File: src/rtl/bram_fifo_ctrl.sv
// Stream FIFO controller driving an external simple-dual-port BRAM (A = write, B = read).
// A 2-entry output stage hides the BRAM's registered read latency for one word per cycle.
module bram_fifo_ctrl #(
    parameter int DEPTH      = 1024,
    parameter int ADDR_WIDTH = (DEPTH > 1) ? $clog2(DEPTH) : 1,
    parameter int DATA_WIDTH = 24
) (
    input  logic                  i_clk,
    input  logic                  i_rst,
    input  logic                  i_flush,
    input  logic                  i_s_valid,
    output logic                  o_s_ready,
    input  logic [DATA_WIDTH-1:0] i_s_data,
    output logic                  o_m_valid,
    input  logic                  i_m_ready,
    output logic [DATA_WIDTH-1:0] o_m_data,
    output logic [ADDR_WIDTH+1:0] o_level,
    output logic                  o_full,
    output logic                  o_empty,
    output logic                  o_bram_ena,
    output logic                  o_bram_wea,
    output logic [ADDR_WIDTH-1:0] o_bram_addra,
    output logic [DATA_WIDTH-1:0] o_bram_dia,
    output logic                  o_bram_enb,
    output logic [ADDR_WIDTH-1:0] o_bram_addrb,
    input  logic [DATA_WIDTH-1:0] i_bram_dob
);

    localparam int                    CNT_W     = ADDR_WIDTH + 1;
    localparam int                    LVL_W     = ADDR_WIDTH + 2;
    localparam logic [ADDR_WIDTH-1:0] LAST_ADDR = ADDR_WIDTH'(DEPTH - 1);
    localparam logic [CNT_W-1:0]      FULL_CNT  = CNT_W'(DEPTH);

    logic [ADDR_WIDTH-1:0] r_wr_ptr;
    logic [ADDR_WIDTH-1:0] r_rd_ptr;
    logic [CNT_W-1:0]      r_mem_cnt;
    logic                  r_rd_pend;
    logic [1:0]            r_ob_cnt;
    logic [DATA_WIDTH-1:0] r_ob0;
    logic [DATA_WIDTH-1:0] r_ob1;

    logic                  w_s_ready;
    logic                  w_accept;
    logic                  w_pop;
    logic                  w_issue;
    logic [2:0]            w_slots_used;
    logic                  w_cap_hi;
    logic [DATA_WIDTH-1:0] w_ob0_nxt;
    logic [DATA_WIDTH-1:0] w_ob1_nxt;

    function automatic logic [ADDR_WIDTH-1:0] f_next_ptr(input logic [ADDR_WIDTH-1:0] ptr);
        return (ptr == LAST_ADDR) ? '0 : ptr + 1'b1;
    endfunction

    assign w_s_ready = (r_mem_cnt != FULL_CNT) && !i_flush && !i_rst;
    assign w_accept  = i_s_valid && w_s_ready;
    assign w_pop     = (r_ob_cnt != 2'd0) && i_m_ready;

    // Output-stage slots that stay committed after this cycle's pop; a read may issue only
    // if its data will have a free slot when it returns.
    assign w_slots_used = 3'(r_ob_cnt) + 3'(r_rd_pend) - 3'(w_pop);
    assign w_issue      = (r_mem_cnt != '0) && (w_slots_used < 3'd2);

    // Returning data lands behind whatever word survives this cycle's pop.
    assign w_cap_hi = (r_ob_cnt == 2'd1) && !w_pop;

    always_comb begin
        w_ob0_nxt = r_ob0;
        w_ob1_nxt = r_ob1;
        if (w_pop) begin
            w_ob0_nxt = r_ob1;
        end
        if (r_rd_pend) begin
            if (w_cap_hi) begin
                w_ob1_nxt = i_bram_dob;
            end else begin
                w_ob0_nxt = i_bram_dob;
            end
        end
    end

    always_ff @(posedge i_clk or posedge i_rst) begin
        if (i_rst) begin
            r_wr_ptr  <= '0;
            r_rd_ptr  <= '0;
            r_mem_cnt <= '0;
            r_rd_pend <= 1'b0;
            r_ob_cnt  <= 2'd0;
            r_ob0     <= '0;
            r_ob1     <= '0;
        end else if (i_flush) begin
            r_wr_ptr  <= '0;
            r_rd_ptr  <= '0;
            r_mem_cnt <= '0;
            r_rd_pend <= 1'b0;
            r_ob_cnt  <= 2'd0;
        end else begin
            if (w_accept) begin
                r_wr_ptr <= f_next_ptr(r_wr_ptr);
            end
            if (w_issue) begin
                r_rd_ptr <= f_next_ptr(r_rd_ptr);
            end
            unique case ({w_accept, w_issue})
                2'b10:   r_mem_cnt <= r_mem_cnt + 1'b1;
                2'b01:   r_mem_cnt <= r_mem_cnt - 1'b1;
                default: r_mem_cnt <= r_mem_cnt;
            endcase
            r_rd_pend <= w_issue;
            r_ob_cnt  <= r_ob_cnt + 2'(r_rd_pend) - 2'(w_pop);
            r_ob0     <= w_ob0_nxt;
            r_ob1     <= w_ob1_nxt;
        end
    end

    assign o_s_ready    = w_s_ready;
    assign o_bram_ena   = w_accept;
    assign o_bram_wea   = w_accept;
    assign o_bram_addra = w_accept ? r_wr_ptr : '0;
    assign o_bram_dia   = w_accept ? i_s_data : '0;
    assign o_bram_enb   = w_issue;
    assign o_bram_addrb = w_issue ? r_rd_ptr : '0;

    assign o_m_valid = (r_ob_cnt != 2'd0);
    assign o_m_data  = r_ob0;
    assign o_level   = LVL_W'(r_mem_cnt) + LVL_W'(r_rd_pend) + LVL_W'(r_ob_cnt);
    assign o_full    = (r_mem_cnt == FULL_CNT);
    assign o_empty   = (o_level == '0);

endmodule

File: config.mk
export PLATFORM = sky130hd
export DESIGN_NAME = bram_fifo_ctrl
export DESIGN_NICKNAME = d
export VERILOG_FILES = /design/src/rtl/bram_fifo_ctrl.sv
export SDC_FILE = /design/constraint.sdc
export NUM_CORES = 1
export LEC_CHECK = 0
export ABC_AREA = 1
export BUFFER_PORTS_ARGS = -buffer_cell sky130_fd_sc_hd__buf_4
export CORE_AREA = 2 2 176 126
export CTS_BUF_LIST = sky130_fd_sc_hd__clkbuf_4 sky130_fd_sc_hd__clkbuf_8
export DETAILED_ROUTE_END_ITERATION = 10
export DIE_AREA = 0 0 178 128
export PLACE_DENSITY = 0.46
export SLEW_MARGIN = 20
export SYNTH_ARGS = -nofsm -noshare
export SYNTH_HDL_FRONTEND = slang
export SYNTH_SLANG_ARGS = --single-unit
File: constraint.sdc
create_clock -name i_clk -period 9.8 [get_ports i_clk]
set_input_delay 0 -clock i_clk [delete_from_list [all_inputs] [get_ports i_clk]]
set_output_delay 0 -clock i_clk [all_outputs]
set_load 0.1 [all_outputs]
Word level (Yosys, flattened, before mapping)
Index checks and enable logic that the tools add are counted.
{"block": "totals", "wordCells": 58, "regBits": 82, "input_bits": 53, "out_inout_bits": 87}
{"block": "op_classes", "n_addsub": 10, "eq_ne": 7, "reduce_logical": 16, "bitwise": 1, "magnitude_cmp": 1, "muxes": 16}
{"operator": "24-bit two-way mux", "count": 4}
{"operator": "10-bit two-way mux", "count": 8}
{"operator": "11-bit case mux with 2 select lines", "count": 1}
{"operator": "10-bit by 1-bit adder with 10-bit output, second input constant", "count": 2}
{"operator": "10-bit == test, second input constant", "count": 2}
{"operator": "11-bit by 1-bit adder with 12-bit output", "count": 1}
{"operator": "12-bit by 2-bit adder with 12-bit output", "count": 1}
{"operator": "12-bit logical NOT", "count": 1}
{"operator": "11-bit by 1-bit adder with 11-bit output, second input constant", "count": 1}
{"operator": "11-bit == test, second input constant", "count": 1}
{"operator": "11-bit two-way mux", "count": 1}
{"operator": "11-bit inequality test, second input constant", "count": 1}
{"operator": "11-bit nonzero test", "count": 1}
{"operator": "11-bit by 1-bit subtractor with 11-bit output, second input constant", "count": 1}
{"operator": "1-bit logical AND", "count": 6}
{"operator": "2-bit nonzero test", "count": 3}
{"operator": "2-bit by 1-bit == test with 1-bit output, second input constant", "count": 2}
{"operator": "2-bit by 1-bit adder with 3-bit output", "count": 1}
{"operator": "1-bit logical NOT", "count": 3}
{"operator": "3-bit by 2-bit < comparator with 1-bit output, second input constant", "count": 1}
{"operator": "3-bit AND reduction", "count": 1}
{"operator": "3-bit nonzero test", "count": 1}
{"operator": "3-bit by 1-bit subtractor with 3-bit output", "count": 1}
{"operator": "2-bit by 1-bit adder with 2-bit output", "count": 1}
{"operator": "other kinds (5)", "count": 5}

Depth between registers and ports, before layout
Gate-level depths: netlist (run 1).
{"block": "logic_depth", "ltp_word": 8, "ltp_mapped": 28}

Least setup slack after synthesis (run 1)
OpenSTA, ideal clock, no wires.
{"block": "synth_timing", "path_type": "flip-flop to output port", "from": "reg r_mem_cnt[0]", "to": "out o_empty", "slack_ps": 5141, "arrival_time_ps": 4659, "stages_incl_launch_ff": 10, "path_buffers": 0, "required_ps": 9800, "cell_sequence": "dfrtp_1 > fa_1 > fa_1 > nand3_1 > xor2_1 > nor4_1 > nand2_1 > nor4_1 > nand2_1 > nor3_1"}
{"block": "synth_via", "elab_chain_len": 3}
{"item": "from (decl)", "line_no": "36", "text": "logic [CNT_W-1:0] r_mem_cnt;"}
{"item": "from (signal assigned)", "line_no": "105", "text": "2'b10: r_mem_cnt <= r_mem_cnt + 1'b1;"}
{"item": "from (signal assigned)", "line_no": "106", "text": "2'b01: r_mem_cnt <= r_mem_cnt - 1'b1;"}
{"item": "from (signal assigned)", "line_no": "107", "text": "default: r_mem_cnt <= r_mem_cnt;"}
{"item": "11-bit by 1-bit adder with 12-bit output", "line_no": "126", "text": "assign o_level = LVL_W'(r_mem_cnt) + LVL_W'(r_rd_pend) + LVL_W'(r_ob_cnt);"}
{"item": "12-bit by 2-bit adder with 12-bit output", "line_no": "126"}
{"item": "via o_level[4]", "line_no": "17", "text": "output logic [ADDR_WIDTH+1:0] o_level,"}
{"item": "12-bit logical NOT", "line_no": "128", "text": "assign o_empty = (o_level == '0);"}
{"item": "to (decl)", "line_no": "19", "text": "output logic o_empty,"}
The timed path passes the listed nets, and every way through them passes these cells.

Final worst setup path (run 1)
{"block": "layout_timing", "from": "reg r_ob_cnt[1]", "to": "reg r_mem_cnt[8]"}
{"block": "layout_via", "elab_chain_len": 8, "word_cells_on_any_way": 11}
{"item": "from (decl)", "line_no": "38", "text": "logic [1:0] r_ob_cnt;"}
{"item": "from (signal assigned)", "line_no": "110", "text": "r_ob_cnt <= r_ob_cnt + 2'(r_rd_pend) - 2'(w_pop);"}
{"item": "parallel branches: the longest is 2 deep, another holds 2-bit by 1-bit adder with 3-bit output"}
{"item": "3-bit by 1-bit subtractor with 3-bit output (*)", "line_no": "61", "text": "assign w_slots_used = 3'(r_ob_cnt) + 3'(r_rd_pend) - 3'(w_pop);"}
{"item": "3-bit by 2-bit < comparator with 1-bit output (*)", "line_no": "62", "text": "assign w_issue = (r_mem_cnt != '0) && (w_slots_used < 3'd2);"}
{"item": "1-bit logical AND (*)", "line_no": "62"}
{"item": "2-bit by 1-bit == test with 1-bit output / 2-bit == test (equally long branches)", "line_no": "104", "text": "unique case ({w_accept, w_issue})"}
{"item": "11-bit case mux with 2 select lines", "line_no": "104"}
{"item": "11-bit two-way mux", "line_no": "91", "text": "end else if (i_flush) begin"}
Every way passes the cells marked *.
A chain may end at the register's enable or synchronous reset.

==> results.cfg, run 1 <==
[critical_path]
crit_family = simple AND/OR/NAND/NOR gates
r2r_start = r_ob_cnt[1]
path_class = flop to flop
arrival_ns = 4.77
cp_max_fo = 26
worst-path-buf-inv = 6
cp_slowest_stage_delay_ns = 0.62
required_ns = 10.05
crit_slowest_cell = nand2_1
ff2ff_path_depth = 25
endpoint_kind = flop
reg2reg_slack_ns = 5.27
path_common_cell = nand2_1
critPathLaunchType = flop
r2r_end = r_mem_cnt[8]

[global_route]
grt_usage_pct = 12.2
grt_pass1_wl_um = 22300
grt_overflow_total = 0
grt_max_degree = 51
antenna_found_initial = 0
grt_pass1_vias = 4345

[synthesis]
synth_top_area_share_pct = 41.1
netlist_top_cells_count = inv_1, nand2_1, o21ai_0
seq_area_frac_synth_pct = 41.1
synth_edf_count = 0
synth.avg_cell_area_um2 = 7.47
synth_top_area_cell = dfrtp_1
yosysWarnings = 0
yosysMostFrequentCell = inv_1
synthDistinctLibCells = 40
ys.flop_type = dfrtp_1
synthesis.area_um2 = 5000
syn_nets = 732
synthCells = 669
ys_seq_elements = 82
yosys-top-cells-area = dfrtp_1, inv_1, o21ai_0, nand2_1, nor2_1
async_reset_ff_share_pct = 100

[sta]
final-hold-violation-count = 0
finalCritPeriodShare_pct = 46.2
slew_violations = 0
period_needed_ns = 4.53
fin_tns_setup_ns = 0
max_slew_margin_pct = 44.3
worstMarginPinSlew_ns = 0.834
finalSetupViolations = 0
grt_setup_unrepaired = no
finalClockSkew_ns = 0.0116
fmax_mhz = 221

[routing]
drtIter0Drc = 285
firstDrtPassIters = 5
wl_per_cell_um = 12.8
vias = 4666
via_per_inst = 4.23
routed_wl_um = 14100
drc = 0
antenna_left = 0

[placed_design]
postPlaceCellArea_um2 = 6250
globalplace.congestion = 0.917
dp_hpwl_um = 10000
place_inst = 1062
portBuffers = 139

[clocking]
clock-sinks = 82
path_clk_slew_ns = 0.08
cts_buffers = 9
worstSkewPairLatency_ns = 0.35
postCtsSetupBuffers = 0
clockRootBuffer = clkbuf_8
cts_buffer_depth = 2
cts_max_level = 3
cts_tree = yes

[die]
initial_core_util_pct = 23.5
die_w_um = 178
io_pins = 140
die_height_um = 128
row_count = 45
die_area_um2 = 22800
core_area_um2 = 21200

[final_layout]
area_delta_synth_final_pct = 34.5
antenna_cells = 0
nNetsFinal = 880
stdcell_count = 1104
design_area_um2 = 6720
drive_gt1_share_pct = 23.0

[run_status]
outcome = complete, no violations

[flow_run]
maxCapViolCount = 0

[min_path]
min_path_type = input pin to asynchronous set/reset pin
==> flip-flops by register name, summed over array words and instances, names as in the netlist <==
register   cells
r_rd_pend      1
r_rd_ptr      10
r_mem_cnt     11
o_m_data      24
r_wr_ptr      10
r_ob1         24
r_ob_cnt       2
==> metal layers <==
| metal | GRT usage (%) | vias up | part of all wire (%) |
|---|---|---|---|
| met5 | 0 | - | 0 |
| met1 | 18.0 | 2090 | 51 |
| li1 | - | 2419 | - |
| met2 | 18.1 | 145 | 41 |
| met4 | 2.75 | 0 | 1.0 |
| met3 | 2.73 | 12 | 7.2 |
==> kinds of logic (layout without fill, tap and decap cells) <==
| group | Yosys count | after routing | share of synthesized area (%) |
|---|---|---|---|
| and+or+nand+nor | 244 | 244 | 21.7 |
| buffers and inverters | 168 | 321 | 13.6 |
| AOI/OAI and AO/OA | 144 | 144 | 17.0 |
| DFF | 82 | 82 | 41.1 |
| xor gates and xnor gates | 21 | 21 | 3.68 |
| adders and majority gates | 10 | 10 | 2.95 |
==> repair_timing <==
action / CTS / global route
endpoints found under the hold margin: 69 / 0
hold buffers: 26 / 0
resized for setup: 0 / 0
endpoints found under the setup margin: 0 / 0
==> worst max path at each step <==
| stage | startpoint | endpoint | slack [ns] | depth (start not counted) |
|---|---|---|---|---|
| global placement | r_ob_cnt[1] | r_mem_cnt[8] | 5.40 | 25 |
| floorplan | r_mem_cnt[0] | o_empty | 5.14 | 9 |
| detailed placement | r_ob_cnt[1] | r_mem_cnt[8] | 5.29 | 25 |
| CTS | r_ob_cnt[1] | r_mem_cnt[8] | 5.28 | 25 |
| global route | r_ob_cnt[1] | r_mem_cnt[8] | 4.78 | 25 |
| finish | r_ob_cnt[1] | r_mem_cnt[8] | 5.27 | 25 |
==> stage by stage <==
stage                     setup WS (ns)  util [%]  hold WS, ns
after global routing               4.78      31.7        0.370
after floorplan                    5.14         -        0.166
after detailed placement           5.29      29.5        0.179
final                              5.27      31.7        0.324
after CTS                          5.28      31.6        0.325
after global placement             5.40      29.5        0.181
==> cells in the final DEF, fill, tap and decap left out, types with 19 or more instances in the layout <==
| master | synthesis | layout |
|---|---|---|
| dlygate4sd3_1 | 0 | 26 |
| o21ai_0 | 85 | 85 |
| nor2_1 | 67 | 67 |
| o211ai_1 | 24 | 24 |
| inv_1 | 131 | 130 |
| nand2_1 | 102 | 102 |
| xor2_1 | 19 | 19 |
| dfrtp_1 | 82 | 82 |
| nand3_1 | 38 | 38 |
| buf_4 | 1 | 142 |
==> cell type report <==
type	count	area, um2
fill	2285	14500
clock inverter	4	51.3
multi-input combinational	419	2270
tap	282	353
timing repair buffer	168	1330
clock buffer	12	153
sequential	82	2050
inverter	137	515
==> worst register-to-register path, delay by kind of cell (launching register included) <==
| family | cells | cell delay, ns |
|---|---|---|
| adders and majority gates | 4 | 1.04 |
| and+or+nand+nor | 13 | 1.84 |
| buffers and inverters | 6 | 0.43 |
| AOI/OAI and AO/OA | 2 | 0.65 |
| DFF | 1 | 0.46 |
Power of run 1 is left out: the tool's default activity adds up to more than one toggle a clock period on the data nets, which glitch-free logic cannot reach.
==> run 2: changes to the inputs <==
--- a/config.mk
+++ b/config.mk
@@ -5,12 +5,12 @@
 export SDC_FILE = /design/constraint.sdc
 export NUM_CORES = 1
 export LEC_CHECK = 0
-export ABC_AREA = 1
+export ABC_AREA = 0
 export BUFFER_PORTS_ARGS = -buffer_cell sky130_fd_sc_hd__buf_4
-export CORE_AREA = 2 2 176 126
+export CORE_AREA = 2 2 171 122
 export CTS_BUF_LIST = sky130_fd_sc_hd__clkbuf_4 sky130_fd_sc_hd__clkbuf_8
 export DETAILED_ROUTE_END_ITERATION = 10
-export DIE_AREA = 0 0 178 128
+export DIE_AREA = 0 0 173 124
 export PLACE_DENSITY = 0.46
 export SLEW_MARGIN = 20
 export SYNTH_ARGS = -nofsm -noshare
==> constraint.sdc (replaced) <==
create_clock -name i_clk -period 4.65 [get_ports i_clk]
set_input_delay 0 -clock i_clk [delete_from_list [all_inputs] [get_ports i_clk]]
set_output_delay 0 -clock i_clk [all_outputs]
set_load 0.1 [all_outputs]
==> results.cfg, run 2 <==
[run_status]
outcome = complete, no violations

[clocking]
path_clk_slew_ns = 0.09
clock-sinks = 82
cts_buffer_depth = 2
postCtsSetupBuffers = 0
cts_resized = 0
cts_max_level = 3
worstSkewPairLatency_ns = 0.35
cts_buffers = 9
cts_tree = yes
clockRootBuffer = clkbuf_8

[sta]
fin_tns_setup_ns = 0
finalClockSkew_ns = 0.00873
final-hold-violation-count = 0
slew_violations = 0
period_needed_ns = 4.06
finalSetupViolations = 0
finalCritPeriodShare_pct = 87.4
grt_setup_unrepaired = no
max_slew_margin_pct = 34.6
worstMarginPinSlew_ns = 0.980
fmax_mhz = 246

[final_layout]
nFillCells = 2099
final_cell_mix = buf_4, dfrtp_1, nand2_1, and2_1, nor2_1
drive_gt1_share_pct = 31.7
mostFrequentLayoutCell = buf_4
antenna_cells = 0
nNetsFinal = 696
area_delta_synth_final_pct = 37.6

[synthesis]
synthDistinctLibCells = 55
synth_top_area_cell = dfrtp_1
synthCells = 486
ys.flop_type = dfrtp_1
synth_edf_count = 0
seq_area_frac_synth_pct = 43.8
netlist_top_cells_count = dfrtp_1, nand2_1, and2_1
async_reset_ff_share_pct = 100
synthesis.area_um2 = 4690
ys_seq_elements = 82
yosysMostFrequentCell = dfrtp_1
yosysWarnings = 0
synth.avg_cell_area_um2 = 9.64
yosys-top-cells-area = dfrtp_1, mux2_2, and2_1, a22oi_1, nand2_1
syn_nets = 549
synth_top_area_share_pct = 43.8

[critical_path]
cp_max_fo = 6
crit_family = simple AND/OR/NAND/NOR gates
cp_slowest_stage_delay_ns = 0.48
path_cells = or2_2 -> nand2_1 -> inv_1 -> ha_1 -> inv_1 -> ha_1 -> inv_1 -> fa_1 -> xnor2_1 -> and2_1 -> nand3_4 -> xnor2_1 -> ha_1 -> nor3_1 -> nand3_1 -> a211oi_1 -> a32o_1 -> xnor2_1 -> nor2_1
path_class = flop to flop
endpoint_kind = flop
critPathLaunchType = flop
arrival_ns = 4.29
required_ns = 4.87
crit_slowest_cell = dfrtp_1
worst-path-buf-inv = 3

[routing]
drtIter0Drc = 217
routed_wl_um = 13400
vias = 4106
wl_per_cell_um = 14.8
antenna_left = 0
drc = 0
via_per_inst = 4.52
firstDrtPassIters = 4

[die]
core_area_um2 = 19700
die_w_um = 173
row_count = 43
io_pins = 140
die_area_um2 = 21500
initial_core_util_pct = 23.8
die_height_um = 124

[flow_run]
maxCapViolCount = 0

[global_route]
met2_usage_pct = 19.9
met1_usage_pct = 17.1
grt_max_degree = 48
grt_pass1_wl_um = 21300
grt.busiest_layer = met2
grt_usage_pct = 12.3
grtUsageMet3_pct = 2.11
antenna_found_initial = 0
grt_overflow_total = 0
grt_pass1_vias = 4026

[placed_design]
dp_hpwl_um = 9450
globalplace.congestion = 0.802
portBuffers = 139

[min_path]
min_path_type = input pin to flop
==> run 2: changes by cell type in the layout (fill, tap and decap cells not counted), moves of 14 or more <==
cell      previous run  this run
inv_1              130        10
nand2_1            102        45
o21ai_0             85        31
and2_1               0        36
nor2_1              67        34
a22oi_1              0        28
mux2_2               0        25
o211ai_1            24         0
nand3_1             38        15
and3_1               0        18
o22ai_1             17         0
xnor2_1              2        16
==> run 2: layer usage <==
layer	vias to the layer above	share of wire, %
met5	-	0
met4	0	0.75
met3	6	3.0
met2	86	47
met1	2001	49
li1	2013	-
==> run 2: kinds of logic (layout without fill, tap and decap cells) <==
kind of cell / Yosys count / count (layout) / share of synthesized area (%)
AOI/OAI and AO/OA: 99 / 99 / 14.8
xor gates and xnor gates: 31 / 31 / 5.79
adders and majority gates: 10 / 10 / 3.15
buffers and inverters: 44 / 196 / 4.17
DFF: 82 / 82 / 43.8
muxes: 27 / 27 / 6.44
and+or+nand+nor: 193 / 193 / 21.9
==> run 2: worst paths after layout <==
| path | endpoint | startpoint | slack, ns | depth (start not counted) |
|---|---|---|---|---|
| max in group asynchronous | r_ob_cnt[0] | i_rst | 3.28 | 4 |
| min in group asynchronous | r_rd_ptr[1] | i_rst | 0.31 | 3 |
| worst min-delay path | r_wr_ptr[4] | i_s_valid | 0.10 | 5 |
| worst max register to register | r_mem_cnt[10] | r_ob_cnt[1] | 0.59 | 19 |
| worst min register to register | o_m_data[14] | o_m_data[14] | 0.49 | 2 |
| worst max-delay path | r_mem_cnt[10] | r_ob_cnt[1] | 0.59 | 19 |
==> run 2: final cells by class <==
class	count	area, um2	area share [%]
clock buffer	10	131	2.04
multi-input combinational	360	2470	38.2
inverter	12	46.3	0.718
clock inverter	6	90.1	1.40
sequential	82	2050	31.8
timing repair buffer	168	1320	20.5
tap	270	338	5.24
==> run 2: stage by stage <==
stage               hold WS (ns)  utilization (%)  cell area (um2)  instances  setup slack (ns)
global route               0.112             32.7             6450        908             0.244
floorplan                  0.151                -             4690        486             0.567
detailed placement         0.149             30.3             5960        867             0.667
CTS                       0.0782             32.7             6430        908             0.654
finish                     0.102             32.7             6450        908             0.588
global placement           0.137             30.3             5960        867             0.816
==> run 2: what timing repair did <==
action                     4_1_cts  5_1_grt
hold buffers                    25        0
hold endpoints to repair        85        0
setup endpoints to repair        0        0
==> run 2: worst register-to-register path, delay by kind of cell (launching register included) <==
family	cells	cell delay [ns]
simple gates	7	1.28
buf+inv	3	0.20
fa+ha+maj	4	1.03
compound gates	2	0.47
flops	1	0.48
xor+xnor	3	0.46
Power of run 2 is left out for the same reason.
